==> src/rtl/div_ctrl.sv <==
// div_ctrl: multi-cycle DIV/DIVU controller for the EX stage.
// A 32-step restoring divider works on unsigned magnitudes; the signs are
// re-applied when the result is written to hi/lo. The pipeline is stalled
// while a divide is in flight, and the divide can be annulled by flush.
module div_ctrl (
  input  logic        clk,
  input  logic        resetn,
  input  logic        start,
  input  logic        signed_div,
  input  logic [31:0] a,
  input  logic [31:0] b,
  input  logic        flush,
  output logic        stall,
  output logic        result_valid,
  output logic [31:0] hi,
  output logic [31:0] lo
);

  typedef enum logic [1:0] {IDLE, ZERO, BUSY, DONE} state_t;

  state_t      state;
  logic [5:0]  count;
  logic [31:0] rem;      // partial remainder
  logic [31:0] quo;      // dividend magnitude shifting out, quotient shifting in
  logic [31:0] dvsr;     // divisor magnitude
  logic [31:0] a_hold;   // raw dividend, returned as hi on divide-by-zero
  logic        neg_q;
  logic        neg_r;

  logic [31:0] mag_a;
  logic [31:0] mag_b;
  logic [31:0] sh;
  logic        take;
  logic [31:0] rem_nxt;
  logic [31:0] quo_nxt;
  logic [31:0] q_fix;
  logic [31:0] r_fix;

  // Operand magnitudes and one restoring shift-subtract step.
  // The shifted remainder is 33 bits wide; its top bit is rem[31], so the
  // compare folds that bit in and the subtraction stays 32 bits (the true
  // difference is always below the divisor).
  always_comb begin
    mag_a   = (signed_div && a[31]) ? -a : a;
    mag_b   = (signed_div && b[31]) ? -b : b;
    sh      = {rem[30:0], quo[31]};
    take    = rem[31] || (sh >= dvsr);
    rem_nxt = take ? (sh - dvsr) : sh;
    quo_nxt = {quo[30:0], take};
    q_fix   = neg_q ? -quo_nxt : quo_nxt;
    r_fix   = neg_r ? -rem_nxt : rem_nxt;
  end

  // Pipeline freeze: held while a divide is being accepted or is running.
  always_comb begin
    stall = 1'b0;
    if (resetn && !flush) begin
      stall = (state == IDLE && start) || (state == BUSY) || (state == ZERO);
    end
  end

  // Control FSM, datapath registers and registered result outputs.
  always_ff @(posedge clk) begin
    if (!resetn) begin
      state        <= IDLE;
      count        <= '0;
      hi           <= '0;
      lo           <= '0;
      result_valid <= 1'b0;
    end else if (flush) begin
      state        <= IDLE;
      result_valid <= 1'b0;
    end else begin
      result_valid <= 1'b0;
      case (state)
        IDLE: begin
          if (start) begin
            rem    <= '0;
            quo    <= mag_a;
            dvsr   <= mag_b;
            a_hold <= a;
            neg_q  <= signed_div && (a[31] ^ b[31]);
            neg_r  <= signed_div && a[31];
            count  <= '0;
            state  <= (b == '0) ? ZERO : BUSY;
          end
        end
        ZERO: begin
          lo           <= '1;
          hi           <= a_hold;
          result_valid <= 1'b1;
          state        <= DONE;
        end
        BUSY: begin
          rem   <= rem_nxt;
          quo   <= quo_nxt;
          count <= count + 6'd1;
          if (count == 6'd31) begin
            lo           <= q_fix;
            hi           <= r_fix;
            result_valid <= 1'b1;
            state        <= DONE;
          end
        end
        DONE: begin
          state <= IDLE;
        end
        default: begin
          state <= IDLE;
        end
      endcase
    end
  end

endmodule

==> config.mk <==
export PLATFORM = sky130hd
export DESIGN_NAME = div_ctrl
export DESIGN_NICKNAME = d
export VERILOG_FILES = /design/src/rtl/div_ctrl.sv
export SDC_FILE = /design/constraint.sdc
export NUM_CORES = 1
export LEC_CHECK = 0
export BUFFER_PORTS_ARGS = -buffer_cell sky130_fd_sc_hd__buf_2
export CAP_MARGIN = 5
export CORE_MARGIN = 2
export CORE_UTILIZATION = 42
export DETAILED_ROUTE_END_ITERATION = 10
export GPL_TIMING_DRIVEN = 0
export SLEW_MARGIN = 15
export SYNTH_ARGS = -nofsm -noshare
export SYNTH_HDL_FRONTEND = slang
export SYNTH_SLANG_ARGS = --single-unit
==> constraint.sdc <==
create_clock -name clk -period 7.07 [get_ports clk]
set_input_delay 0.3535 -clock clk [delete_from_list [all_inputs] [get_ports clk]]
set_output_delay 0.3535 -clock clk [all_outputs]
set_load 0.05 [all_outputs]
# Word-level counts from Yosys, hierarchy flattened
# Index checks and enable logic that the tools add are counted.
totals:
  ff_bits: 203
  output_inout_bits: 66
classes:
  add_sub_neg: 6
  magnitude_cmp: 1
  eq_ne: 6
  muxes: 22
  bitwise: 3
  n_reduce_logical: 19
op_table:
  columns: ["op", "count"]
  rows:
  - ["$mux W32", 9]
  - ["$pmux W32 S2", 4]
  - ["$neg A32 Y32", 4]
  - ["$ge A32 B32 Y1", 1]
  - ["$logic_not A32 Y1", 1]
  - ["$sub A32 B32 Y32", 1]
  - ["$pmux W6 S2", 1]
  - ["$pmux W2 S4", 1]
  - ["$reduce_and A4 Y1", 2]
  - ["$add A6 B1 Y6 const B", 1]
  - ["$eq A6 B5 Y1 const B", 1]
  - ["$mux W2", 3]
  - ["$mux W6", 1]
  - ["$reduce_and A3 Y1", 2]
  - ["$logic_and A1 B1 Y1", 5]
  - ["$eq A2 B2 Y1 const B", 2]
  - ["$reduce_bool A2 Y1", 2]
  - ["$logic_or A1 B1 Y1", 3]
  - ["$eq A2 B1 Y1 const B", 1]
  - ["$logic_not A2 Y1", 1]
  - ["$mux W1", 2]
  - ["$ne A2 B1 Y1 const B", 1]
  - ["$ne A2 B2 Y1 const B", 1]
  - ["$not A1 Y1", 2]
  - ["other kinds (5)", 5]

# Longest topological paths before layout
logic_depth:
  ltp_word: 7
  ltp_mapped: 25
  mapped_depth_nobuf: 21

# Least setup slack after synthesis
# OpenSTA, ideal clock, no wires.
synth_timing:
  kind: "register to register"
  startpoint: "register quo[31]"
  endpoint: "register hi[30]"
  arrival_time_ns: 4.864
  t_required_ns: 6.984
  setup_slack_ns: 2.119
  stages_incl_launch_ff: 24
  n_path_buf: 4
  cell_sequence: "edfxtp_1 -> inv_1 -> ha_1 -> fa_1 -> nand2b_1 -> a21oi_1 -> o21ai_1 -> a311oi_2 -> or2_4 -> buf_6 -> buf_2 -> buf_2 -> buf_2 -> nand2_1 -> o21ai_0 -> ha_1 -> nand2_1 -> a21o_1 -> nor4_1 -> a31oi_1 -> nor4_2 -> a41oi_1 -> xor2_1 -> a221oi_2"
synth_between:
  elab_chain_cells: 7
  elab_cells_between_ends: 8
  classes_between: "add/sub (2); order compare (1); mux (4); reduce/logical (1)"
synth_lines:
  columns: ["item", "line_no", "source"]
  rows:
  - ["start, declared", "24", "logic [31:0] quo;"]
  - ["start signal, assigned", "79", "quo <= mag_a;"]
  - ["start signal, assigned", "96", "quo <= quo_nxt;"]
  - ["$ge A32 B32 Y1", "47", "take = rem[31] || (sh >= dvsr);"]
  - ["$logic_or A1 B1 Y1", "47", null]
  - ["$mux W32 (*)", "48", "rem_nxt = take ? (sh - dvsr) : sh;"]
  - ["$neg A32 Y32", "51", "r_fix = neg_r ? -rem_nxt : rem_nxt;"]
  - ["$mux W32 (*)", "51", null]
  - ["$mux W32 (*)", "98", "if (count == 6'd31) begin"]
  - ["$pmux W32 S2 (*)", "75", "case (state)"]
  - ["end signal, assigned", "90", "hi <= a_hold;"]
  - ["end signal, assigned", "100", "hi <= r_fix;"]
  - ["end, declared", "15", "output logic [31:0] hi,"]
# Mark *: on every way between the ends. The rest lies on a longest branch, timed or not. The select of a mux whose other input is x is not followed.
# A chain may end at the register's enable or synchronous reset.

# Final worst setup path
layout_timing:
  startpoint: "register quo[31]"
  endpoint: "register hi[22]"
# Same word-level chain as after synthesis.

==> results.py <==
metrics = {
    "clock_tree": {
        "clock-sinks": 203,
        "clock-root-buffer": "sky130_fd_sc_hd__clkbuf_16",
        "ctsResizeCount": 0,
        "htree_num_levels": 1,
        "max-clock-path-buffers": 3,
        "clock_tree_from_tritoncts": "yes",
        "tritoncts.num_buffers": 24,
        "clkTransAtPathRegs_ps": 60,
        "clock_insertion_delay_worst_skew_ps": 540,
        "cts_setup_buffers": 0,
        "count_of_hold_fix_buffers_inserted_at_cts": 0,
    },
    "grt": {
        "groute.usage.overall": 0.251,
        "globalRoute.totalOverflow": 0,
        "grt_first_pass_wirelength_um": 61000,
        "antenna_found_initial": 0,
        "grt_max_degree": 35,
        "grt_pass1_vias": 11100,
    },
    "yosys": {
        "synth_top_cells_by_area": "sky130_fd_sc_hd__edfxtp_1 31%, sky130_fd_sc_hd__dfxtp_1 11%, sky130_fd_sc_hd__xor2_1 5.6%",
        "mappedNetlistNets": 1532,
        "synth_top_cells_by_count": "140 x sky130_fd_sc_hd__a21oi_1, 134 x sky130_fd_sc_hd__o21ai_0, 131 x sky130_fd_sc_hd__nand2_1, 130 x sky130_fd_sc_hd__edfxtp_1, 124 x sky130_fd_sc_hd__nor2_1",
        "dominant_synthesized_flop_cell": "sky130_fd_sc_hd__edfxtp_1",
        "post_synthesis_register_bit_count": 203,
        "synth-warning-count": 0,
        "synth.lib_cells_used.distinct": 80,
        "post_synth_instance_area_um2": 12700,
        "netlist_instances": 1422,
        "synth_area_per_cell_um2": 8.95,
        "synth_edf_count": 130,
        "cell_type_contributing_the_most_total_cell_area_after_synthesis": "sky130_fd_sc_hd__edfxtp_1",
        "synth_sequential_area_ratio": 0.422,
        "synthArstFlopShare": 0,
        "synth.top_cell.area_share": 0.307,
        "synth_most_common_cell": "sky130_fd_sc_hd__a21oi_1",
    },
    "hold_path": {
        "timing.hold.worst_endpoint": "a_hold[27]",
        "min_from": "a[27]",
        "min_path_cells": 1,
        "hold_class": "input port to register",
    },
    "setup_path": {
        "worst-r2r-cell-count": 23,
        "startpoint_type": "register",
        "critPathArrivalTime_ps": 7070,
        "worstSetupEndpointType": "register",
        "rr_endpoint": "hi[22]",
        "reg2reg_from": "quo[31]",
        "setup.reg_to_reg.worst_slack_ps": 400,
        "cp.required_ps": 7470,
        "timing_worst_setup_path_type": "register to register",
        "critical_path_peak_fanout": 10,
    },
    "cells_and_area": {
        "ant_diodes": 0,
        "synthesis_to_finish_area_growth_pct": 15.9,
        "post-route-cell-area_um2": 14800,
        "layout.nets": 1694,
        "post_layout_nonfiller_instances": 1992,
        "post_route_cells_drive_above_1_share": 0.132,
    },
    "sta": {
        "achievable-frequency_mhz": 150,
        "fin_crit_ps": 6670,
        "post-route-worst-setup-slack_ps": 402,
        "timing.final.setup_violations": 0,
        "slew_violations": 0,
        "timing.final.crit_share": 0.943,
        "whs_ps": 31.0,
        "report.final.hold_viol_count": 0,
        "relative_max_transition_margin": 0.393,
        "finalClockSkew_ps": 22.0,
        "tns_ps": 0,
        "setup_repair_after_global_routing_missed_its_margin": "no",
        "tightest_slew_ps": 911,
    },
    "job": {
        "maxCapViolations": 0,
    },
    "place": {
        "post-place-ws_ps": 471,
        "routabilityCongestion": 0.919,
        "postPlaceCellArea_um2": 14000,
        "detailed_placer_s_ending_hpwl_um": 31000,
        "io_buffer_count": 133,
        "place_inst": 1948,
    },
    "detailed_routing": {
        "post-route-drc-count": 0,
        "drtPass1Iterations": 6,
        "finalWirelength_um": 40200,
        "vias_per_cell": 5.83,
        "detailroute.via_count": 11600,
        "final_antenna_net_count": 0,
        "avgRoutedWirePerCell_um": 20.2,
        "drt_iter0_drc": 1030,
    },
    "die": {
        "floorplan.initialDensity": 0.428,
        "boundaryPins": 135,
        "dieWidth_um": 178,
        "core-area_um2": 29700,
        "std_cell_rows": 63,
        "die_h_um": 178,
        "die_area_um2": 31700,
    },
    "run_status": {
        "run_status": "finished clean",
    },
    "pwr": {
        "powerDensity_nw_per_um2": 220,
        "worst_ir_drop_vdd_uv": 164,
        "leakage_uw": 0.00569,
    },
}
[where the power goes]
part | leakage (uW) | internal [uW] | switching, uW
Combinational | 0.00350 | 198 | 440
Clock | 0.000390 | 726 | 514
Sequential | 0.00179 | 1330 | 38.5
[routing by layer]
| metal | global-route usage | wire [um] |
|---|---|---|
| met1 | 0.355 | 18000 |
| met3 | 0.0326 | 3040 |
| met4 | 0.0550 | 728 |
| met5 | 0 | 0 |
| met2 | 0.409 | 18400 |
[worst max path at each step]
stage / endpoint / cells after the start / from
after CTS: hi[30] / 23 / quo[31]
final: hi[22] / 23 / quo[31]
after floorplan: hi[30] / 23 / quo[31]
after global routing: hi[30] / 23 / quo[31]
after global placement: hi[30] / 23 / quo[31]
after detailed placement: hi[30] / 23 / quo[31]
[cell type report]
type                       count  area [um2]
buffer                        70         294
clock buffer                  35         703
clock inverter                 9        80.1
fill                        2869       15000
inverter                      63         236
multi-input combinational   1086        6860
sequential                   203        5370
tap                          390         488
timing repair buffer         136         726
[logic make-up after synthesis]
| kind of cell | Yosys count | synth area share |
|---|---|---|
| and+or+nand+nor | 442 | 0.169 |
| muxes | 26 | 0.0207 |
| buffers and inverters | 133 | 0.0417 |
| adders and majority gates | 41 | 0.0409 |
| AOI/OAI and AO/OA | 437 | 0.210 |
| DFF | 203 | 0.422 |
| xor gates and xnor gates | 140 | 0.0963 |
[critical path, stage by stage (launching register included)]
cell                       delay, ps
sky130_fd_sc_hd__edfxtp_1        490
sky130_fd_sc_hd__inv_1            80
sky130_fd_sc_hd__ha_1            220
sky130_fd_sc_hd__fa_1            390
sky130_fd_sc_hd__nand2b_1        200
sky130_fd_sc_hd__a21oi_1         350
sky130_fd_sc_hd__o21ai_1         210
sky130_fd_sc_hd__a311oi_2        590
sky130_fd_sc_hd__or2_4           270
sky130_fd_sc_hd__buf_6           150
sky130_fd_sc_hd__buf_2           300
sky130_fd_sc_hd__buf_2           320
sky130_fd_sc_hd__buf_2           350
sky130_fd_sc_hd__nand2_1          80
sky130_fd_sc_hd__o21ai_0         180
sky130_fd_sc_hd__ha_1            270
sky130_fd_sc_hd__nand2_1          60
sky130_fd_sc_hd__a21o_1          190
sky130_fd_sc_hd__nor4_1          380
sky130_fd_sc_hd__a31oi_1         350
sky130_fd_sc_hd__or4_1           510
sky130_fd_sc_hd__o31ai_2         210
sky130_fd_sc_hd__xnor2_1         210
sky130_fd_sc_hd__o22ai_1         120
[registers in the layout, summed over array words and instances (netlist names)]
signal / count
a_hold: 32
lo: 32
hi: 32
neg_r: 1
neg_q: 1
result_valid: 1
quo: 32
state: 2
count: 6
dvsr: 32
rem: 32
[layout by cell type (no fill, tap or decap), types with 26 or more instances in the layout]
cell type / count
sky130_fd_sc_hd__a21oi_1: 140
sky130_fd_sc_hd__inv_1: 61
sky130_fd_sc_hd__nor3_1: 31
sky130_fd_sc_hd__edfxtp_1: 130
sky130_fd_sc_hd__o31ai_1: 26
sky130_fd_sc_hd__nand2_1: 131
sky130_fd_sc_hd__ha_1: 40
sky130_fd_sc_hd__xor2_1: 82
sky130_fd_sc_hd__dfxtp_1: 73
sky130_fd_sc_hd__clkbuf_1: 59
sky130_fd_sc_hd__xnor2_1: 58
sky130_fd_sc_hd__buf_2: 140
sky130_fd_sc_hd__nor2_1: 123
sky130_fd_sc_hd__o21ai_0: 134
[stage by stage]
| stage | power, uW | utilization |
|---|---|---|
| final | 3250 | 0.497 |
| after CTS | 3250 | 0.496 |
| after global placement | 2010 | 0.467 |
| after detailed placement | 2020 | 0.470 |
| after global routing | 3370 | 0.497 |
| after floorplan | 1820 | - |
Note: power is estimated with default switching activity, not from simulation.
